$ cat src/rtl/store_write_buffer.sv
// store_write_buffer
//   Posted-write FIFO between the core data port and the data memory. The
//   core issues one store per cycle. Stores drain to memory under a
//   valid/ready handshake. The core is stalled only when the buffer is full.
//   Loads see the youngest buffered store to the same word, so they never
//   read stale memory.
//
//   Optional feature: define WBUF_COALESCE_EN to merge a store into the
//   youngest entry when both address the same word.
//
// Parameters
//   DEPTH  number of buffered stores (power of two, 2..16)
//   AW/DW  address / data width
//
// Ports
//   clk, reset            clock, synchronous active-high reset
//   memwrite, dataadr,    core store request, byte address (also used as the
//   writedata             load lookup address), store data
//   stall                 core must hold its store and PC
//   fwd_hit, fwd_data     load forwarding result (data is 0 on a miss)
//   mem_we, mem_addr,     head entry towards memory (addr/data are 0 when
//   mem_wdata, mem_ready  empty); the transfer happens on mem_we & mem_ready
//   empty                 no buffered stores

// Word-address comparator for one buffer entry. Byte offset bits are not
// part of the port because the compare ignores them.
module wbuf_match #(
  parameter int AW = 32
) (
  input  logic [AW-3:0] ent_word,
  input  logic [AW-3:0] core_word,
  output logic          hit
);
  assign hit = (ent_word == core_word);
endmodule

module store_write_buffer #(
  parameter int DEPTH = 4,
  parameter int AW    = 32,
  parameter int DW    = 32
) (
  input  logic          clk,
  input  logic          reset,
  input  logic          memwrite,
  input  logic [AW-1:0] dataadr,
  input  logic [DW-1:0] writedata,
  output logic          stall,
  output logic          fwd_hit,
  output logic [DW-1:0] fwd_data,
  output logic          mem_we,
  output logic [AW-1:0] mem_addr,
  output logic [DW-1:0] mem_wdata,
  input  logic          mem_ready,
  output logic          empty
);
  localparam int PW = $clog2(DEPTH);
  localparam int CW = PW + 1;

  typedef struct packed {
    logic [AW-1:0] addr;
    logic [DW-1:0] data;
  } entry_t;

  entry_t [DEPTH-1:0] ent;
  logic   [PW-1:0]    head, tail, tail_m1;
  logic   [CW-1:0]    count;
  logic               full, push, pop, hit;
  logic   [DEPTH-1:0] match;

  assign full    = (count == CW'(DEPTH));
  assign empty   = (count == '0);
  assign tail_m1 = tail - PW'(1);

  // Per-entry word compare against the core address, shared by forwarding
  // and coalescing.
  for (genvar g = 0; g < DEPTH; g++) begin : g_match
    wbuf_match #(.AW(AW)) u_match (
      .ent_word  (ent[g].addr[AW-1:2]),
      .core_word (dataadr[AW-1:2]),
      .hit       (match[g])
    );
  end

  assign mem_we    = ~empty;
  assign mem_addr  = empty ? '0 : ent[head].addr;
  assign mem_wdata = empty ? '0 : ent[head].data;
  assign pop       = mem_we & mem_ready;

`ifdef WBUF_COALESCE_EN
  // Merge into the youngest entry. If that entry is also the head leaving
  // this cycle, the merge would be lost, so a new entry is taken instead.
  assign hit   = memwrite & ~empty & match[tail_m1] & ~(pop && (tail_m1 == head));
  assign stall = memwrite & full & ~hit;
`else
  assign hit   = 1'b0;
  assign stall = memwrite & full;
`endif

  // A full buffer never takes a store, even if the head leaves this cycle.
  assign push = memwrite & ~full & ~hit;

  // Walk entries from oldest to youngest so the last match wins. The head
  // entry still forwards on the cycle it is popped. A store presented this
  // cycle is not in the array yet, so it is not seen.
  always_comb begin
    fwd_hit  = 1'b0;
    fwd_data = '0;
    for (int i = 0; i < DEPTH; i++) begin
      if ((CW'(i) < count) && match[head + PW'(i)]) begin
        fwd_hit  = 1'b1;
        fwd_data = ent[head + PW'(i)].data;
      end
    end
  end

  always_ff @(posedge clk) begin
    if (reset) begin
      head  <= '0;
      tail  <= '0;
      count <= '0;
    end else begin
      if (push) tail <= tail + PW'(1);
      if (pop)  head <= head + PW'(1);
      count <= count + CW'(push) - CW'(pop);
    end
  end

  // Storage needs no reset. Validity comes only from count and the pointers.
  always_ff @(posedge clk) begin
    if (push) ent[tail] <= '{addr: dataadr, data: writedata};
    if (hit)  ent[tail_m1].data <= writedata;
  end
endmodule

$ cat config.mk
export PLATFORM = sky130hd
export DESIGN_NAME = store_write_buffer
export DESIGN_NICKNAME = d
export VERILOG_FILES = /design/src/rtl/store_write_buffer.sv
export SDC_FILE = /design/constraint.sdc
export NUM_CORES = 1
export LEC_CHECK = 0
export CAP_MARGIN = 20
export CELL_PAD_IN_SITES_DETAIL_PLACEMENT = 2
export CELL_PAD_IN_SITES_GLOBAL_PLACEMENT = 2
export CORE_ASPECT_RATIO = 0.7
export CORE_MARGIN = 2
export CORE_UTILIZATION = 44
export CTS_BUF_LIST = sky130_fd_sc_hd__clkbuf_16
export DETAILED_ROUTE_END_ITERATION = 8
export PLACE_DENSITY_LB_ADDON = 0.1
export SLEW_MARGIN = 20
export SYNTH_ARGS = -nofsm -noshare
export SYNTH_HDL_FRONTEND = slang
export SYNTH_HIERARCHICAL = 1
export SYNTH_SLANG_ARGS = --single-unit
export TNS_END_PERCENT = 5
$ cat constraint.sdc
create_clock -name clk -period 5.8 [get_ports clk]
set_input_delay 1.16 -clock clk [delete_from_list [all_inputs] [get_ports clk]]
set_output_delay 1.16 -clock clk [all_outputs]
set_load 0.03 [all_outputs]
# --- Word-level counts from Yosys, hierarchy flattened ---
# Index checks and enable logic that the tools add are counted.
totals:
  ram_bits: 0
  rom_bits: 0
  input_bits: 68
  latchBits: 0
  output_inout_bits: 100
  memories: 0
  elab_cells: 72
  ff_bits: 263
op_classes:
  n_shift: 0
  mul: 0
  n_lt_le_gt_ge: 10
  n_bitwise: 5
  muxes: 29
  reduce_logical: 6
  n_addsub: 6
  eq_ne: 5
  div: 0
op_table:
  columns: ["operator", "n"]
  rows:
  - ["64-bit binary-select mux with 2-bit select", 4]
  - ["32-bit 2-to-1 mux", 9]
  - ["256-bit bitwise mux", 1]
  - ["64-bit demux with 2-bit select", 1]
  - ["64-bit 2-to-1 mux", 2]
  - ["30-bit equality test", 4]
  - ["2-bit by 3-bit less-than comparator with 1-bit output (second input constant)", 5]
  - ["1-bit binary-select mux with 2-bit select", 4]
  - ["1-bit 2-to-1 mux", 8]
  - ["1-bit by 3-bit less-than comparator with 1-bit output (first input constant)", 2]
  - ["2-bit by 3-bit less-than comparator with 1-bit output (first input constant)", 2]
  - ["1-bit logical AND", 5]
  - ["2-bit by 1-bit adder with 2-bit output (second input constant)", 2]
  - ["2-bit adder (second input constant)", 2]
  - ["3-bit by 1-bit adder with 3-bit output", 1]
  - ["1-bit bitwise AND", 3]
  - ["3-bit equality test (second input constant)", 1]
  - ["3-bit logical NOT", 1]
  - ["3-bit by 1-bit subtractor with 3-bit output", 1]
  - ["2-bit by 1-bit greater-or-equal comparator with 1-bit output (second input constant)", 1]
  - ["1-bit inverter", 2]

# --- Longest topological paths before layout ---
depth:
  ltp_word: 8
  depth_mapped: 11
  depth_no_buf: 9

# --- By module ---
# Netlist, hierarchy kept.
modules_own_cells:
  columns: ["module", "cells_per_inst", "seq_area_each_um2", "area_each_um2", "n_inst"]
  rows:
  - ["store_write_buffer", 813, 7827.5, 13464.2, 1]
  - ["wbuf_match", 40, 0.0, 330.3, 4]

# --- Least setup slack after synthesis ---
# OpenSTA, ideal clock, no wires.
synth_timing:
  kind: "input port to output port"
  start: "input dataadr[26]"
  end: "output fwd_data[10]"
  path_stages: 9
  slack_ns: 0.872
  n_path_buf: 1
  arrival_time_ns: 3.768
  t_required_ns: 4.640
  cell_sequence: "xor2_1 -> nor4_1 -> nand3_1 -> nor4_2 -> mux2i_1 -> nor3b_1 -> clkbuf_1 -> o211ai_1 -> a222oi_1"
synth_via:
  elab_chain_len: 8
  word_cells_on_any_way: 20
  classes_between: "eq/ne: 4; mux: 12; reduce/logical: 4"
synth_rtl:
  columns: ["element", "line_no", "rtl"]
  rows:
  - ["from (decl)", "45", "input logic [AW-1:0] dataadr,"]
  - ["30-bit equality test (*)", "34", "assign hit = (ent_word == core_word);"]
  - ["named net match[1]", "68", "logic [DEPTH-1:0] match;"]
  - ["1-bit binary-select mux with 2-bit select", "109", "if ((CW'(i) < count) && match[head + PW'(i)]) begin"]
  - ["1-bit 2-to-1 mux (not written as such)", "109", null]
  - ["1-bit logical AND", "109", null]
  - ["32-bit 2-to-1 mux (3 in a row)", "109", null]
  - ["32-bit 2-to-1 mux (*)", "109", null]
  - ["to (decl)", "49", "output logic [DW-1:0] fwd_data,"]
# The timed path passes the listed nets; every way through them passes the cells marked *. The select of a mux whose other input is x is not followed.

# --- Worst setup path in the final report ---
layout_timing:
  start: "input dataadr[3]"
  end: "output fwd_data[12]"
# The elaborated chain is that of the path after synthesis.

==> flow_summary.ini <==
[clock_tree]
clk_root_buffer_cell = sky130_fd_sc_hd__clkbuf_16
cts_made_buffers = 28
tritoncts = built
clk_pin_slew_ns = 0.07
cts-htree-levels = 1
clock_insertion_delay_worst_skew_ns = 0.58
clock_tree.buffer_depth = 3
clock_sinks = 263
holdBufCountCts = 0

[drt]
detailroute.via_count = 9712
wire_per_inst_um = 27.8
finalWirelength_mm = 44.3
antenna_left = 0
first_pass_iters = 7
via_per_inst = 6.10
detail_route.drc_violations = 0
detailedRoute.firstIterationViolations = 777

[power_and_ir_drop]
cellPowerDensity_nw_per_um2 = 416
p_leak_uw = 0.00588
irDropWorstVdd_v = 0.000321

[sta]
slew_violations = 0
setup_violations = 0
final.setup.tns_ns = 0
finalHoldWorstSlack_ns = 0.574
slew_headroom = 0.336
final-hold-violation-count = 0
worst_pin_slew_ns = 0.996
layout_min_cycle_time_ns = 5.67
min_period_over_period = 0.978
fmaxAchievable_mhz = 176
worst_slack_ns = 0.127
worst_setup_skew_after_layout_ns = 0.0277
setup_repair_after_global_routing_missed_its_margin = false

[flow_run]
timing.max_cap.violations = 0

[final_layout]
synthToLayoutAreaGrowth_pct = 22.2
drive_above_1_share = 0.242
finalNetCount = 1211

[setup_path]
criticalPathCategory = input port to output port
critPathLaunchType = input port
arrival_ns = 4.51
critPathRequiredTime_ns = 4.64
worstSetupEndpointType = output port
timing.critical_path.fanout_max = 8

[status]
run_status = finished clean

[die]
die-height_um = 157
row_count = 56
core-area_um2 = 33300
floorplan.initialDensity = 0.444
floorplan.io_pins = 168
die_width_um = 223
floorplan.die_area_um2 = 35100

[logic_synthesis]
postSynthRegisterBits = 263
synth.yosys.seq_area_share = 0.529
post_synth_instance_area_um2 = 14800
yosys.area.top_type = sky130_fd_sc_hd__edfxtp_1
synthesis.instances = 973
synth-main-ff-cell = sky130_fd_sc_hd__edfxtp_1
mappedNetlistNets = 1050
post_synth_main_area_contributors = sky130_fd_sc_hd__edfxtp_1 52%, sky130_fd_sc_hd__mux4_2 15%, sky130_fd_sc_hd__mux2i_1 6.8%
synth.avg_cell_area_um2 = 15.2
yosys_warnings = 6
synth-edff-count = 256
yosys.area.top_type_share = 0.520
yosys.cell_types.count = 38
ffs_w_async_s_r_synth = 0

[global_route]
grt_start_max_net_pins = 63
wire_length_of_the_first_global_routing_pass_mm = 67.5
grt_pass1_vias = 10600
grt_remaining_overflow = 0
antenna_found_initial = 4
grtUsageTotal = 0.254

[worst_hold_path]
timing.hold.worst.class = flop to flop

[place]
place_worst_setup_slack_ns = -0.240
gp_routability_congestion = 0.780
dp.final_hpwl_mm = 28.9
buffer_ports.inserted = 167
==> cells by family (layout without fill, tap and decap cells) <==
family	after synthesis	count (layout)	share of synthesized area
DFF	263	263	0.529
muxes	229	229	0.239
and+or+nand+nor	133	133	0.0564
xor gates and xnor gates	124	124	0.0735
buffers and inverters	114	296	0.0334
AOI/OAI and AO/OA	101	101	0.0599
adders and majority gates	9	9	0.00812
other	0	2	0
==> Yosys cell counts, drive strengths merged (4+ instances only) <==
library cell    n
a2111oi        32
clkbuf         41
xnor2          42
a222oi         32
xor2           82
mux2i         100
inv            40
and2           69
ha              8
nand3           5
mux4           96
o211ai         32
nand2b          4
edfxtp        256
nor2            6
nand4          12
buf            33
nor4           24
mux2           33
dfxtp           7
==> power by group <==
group          leakage [uW]  switching (uW)  internal, uW  total [uW]
clock network      0.000481             784          1100        1880
logic               0.00299            1690          1420        3110
registers           0.00240             200          2330        2530
==> layer usage <==
| layer | GRT usage | routed length, um | vias to the layer above |
|---|---|---|---|
| met3 | 0.0379 | 1870 | 52 |
| li1 | - | - | 4253 |
| met1 | 0.351 | 20000 | 5166 |
| met4 | 0.0598 | 844 | 4 |
| met5 | 0 | 28 | - |
| met2 | 0.428 | 21600 | 237 |
==> sequential cells by signal, indices dropped and copies added, names as in the netlist <==
name   count
count      3
ent      256
head       2
tail       2
==> placed cells by master, fill, tap and decap left out, types with 4 or more instances in the layout <==
master                            instances
sky130_fd_sc_hd__buf_12                  10
sky130_fd_sc_hd__and2_1                  65
sky130_fd_sc_hd__a222oi_1                32
sky130_fd_sc_hd__nor4_1                   6
sky130_fd_sc_hd__nand4_1                 12
sky130_fd_sc_hd__clkbuf_2                 6
sky130_fd_sc_hd__mux4_2                  96
sky130_fd_sc_hd__and2_4                   4
sky130_fd_sc_hd__a2111oi_0               32
sky130_fd_sc_hd__bufinv_16                5
sky130_fd_sc_hd__ha_1                     8
sky130_fd_sc_hd__edfxtp_1               256
sky130_fd_sc_hd__nor4_2                  16
sky130_fd_sc_hd__nor2_1                   6
sky130_fd_sc_hd__inv_1                   48
sky130_fd_sc_hd__mux2_2                  32
sky130_fd_sc_hd__dfxtp_1                  5
sky130_fd_sc_hd__clkdlybuf4s50_1        114
sky130_fd_sc_hd__dlygate4sd2_1           11
sky130_fd_sc_hd__buf_4                   60
sky130_fd_sc_hd__xnor2_1                 42
sky130_fd_sc_hd__clkinv_1                 5
sky130_fd_sc_hd__xor2_1                  82
sky130_fd_sc_hd__nand2b_1                 4
sky130_fd_sc_hd__o211ai_1                32
sky130_fd_sc_hd__mux2i_1                 98
sky130_fd_sc_hd__nand3_1                  5
sky130_fd_sc_hd__clkbuf_16               28
==> final timing paths <==
check,startpoint,end,slack [ns],depth (start not counted)
setup / recovery,dataadr[3],fwd_data[12],0.13,10
hold / removal,tail[1],tail[1],0.57,2
setup reg to reg,count[2],count[2],2.73,9
hold reg to reg,tail[1],tail[1],0.57,2
==> timing repair <==
| item | CTS | global route |
|---|---|---|
| setup endpoints to repair | 32 | 14 |
| setup buffers | 0 | 1 |
| gates cloned | 0 | 0 |
| gates resized for setup | 39 | 16 |
| pin swaps | 6 | 5 |
==> worst max-delay path, stage by stage <==
cell,delay [ns]
sky130_fd_sc_hd__clkdlybuf4s50_1,0.61
sky130_fd_sc_hd__xnor2_1,0.31
sky130_fd_sc_hd__nand4_1,0.30
sky130_fd_sc_hd__nor4_4,0.42
sky130_fd_sc_hd__mux2i_2,0.16
sky130_fd_sc_hd__o22ai_4,0.27
sky130_fd_sc_hd__o21ba_4,0.22
sky130_fd_sc_hd__buf_4,0.17
sky130_fd_sc_hd__a222oi_1,0.61
sky130_fd_sc_hd__buf_4,0.28
==> cell type report <==
| type | instances | area [um^2] |
|---|---|---|
| clock inverter | 23 | 240 |
| sequential | 263 | 7840 |
| tap | 435 | 544 |
| multi-input combinational | 596 | 6630 |
| clock buffer | 28 | 701 |
| antenna | 2 | 5.00 |
| inverter | 40 | 150 |
| fill | 2937 | 15200 |
| timing repair buffer | 205 | 1960 |
==> metrics by stage <==
step | power (uW) | util | std cells | area, um^2
after floorplan | 4590 | - | 973 | 14800
after global placement | 5600 | 0.512 | 1538 | 17000
after detailed placement | 5680 | 0.512 | 1538 | 17000
after CTS | 7600 | 0.542 | 1589 | 18100
after global routing | 7860 | 0.543 | 1591 | 18100
final | 7520 | 0.543 | 1592 | 18100
Power figures use the tool's default switching activity.
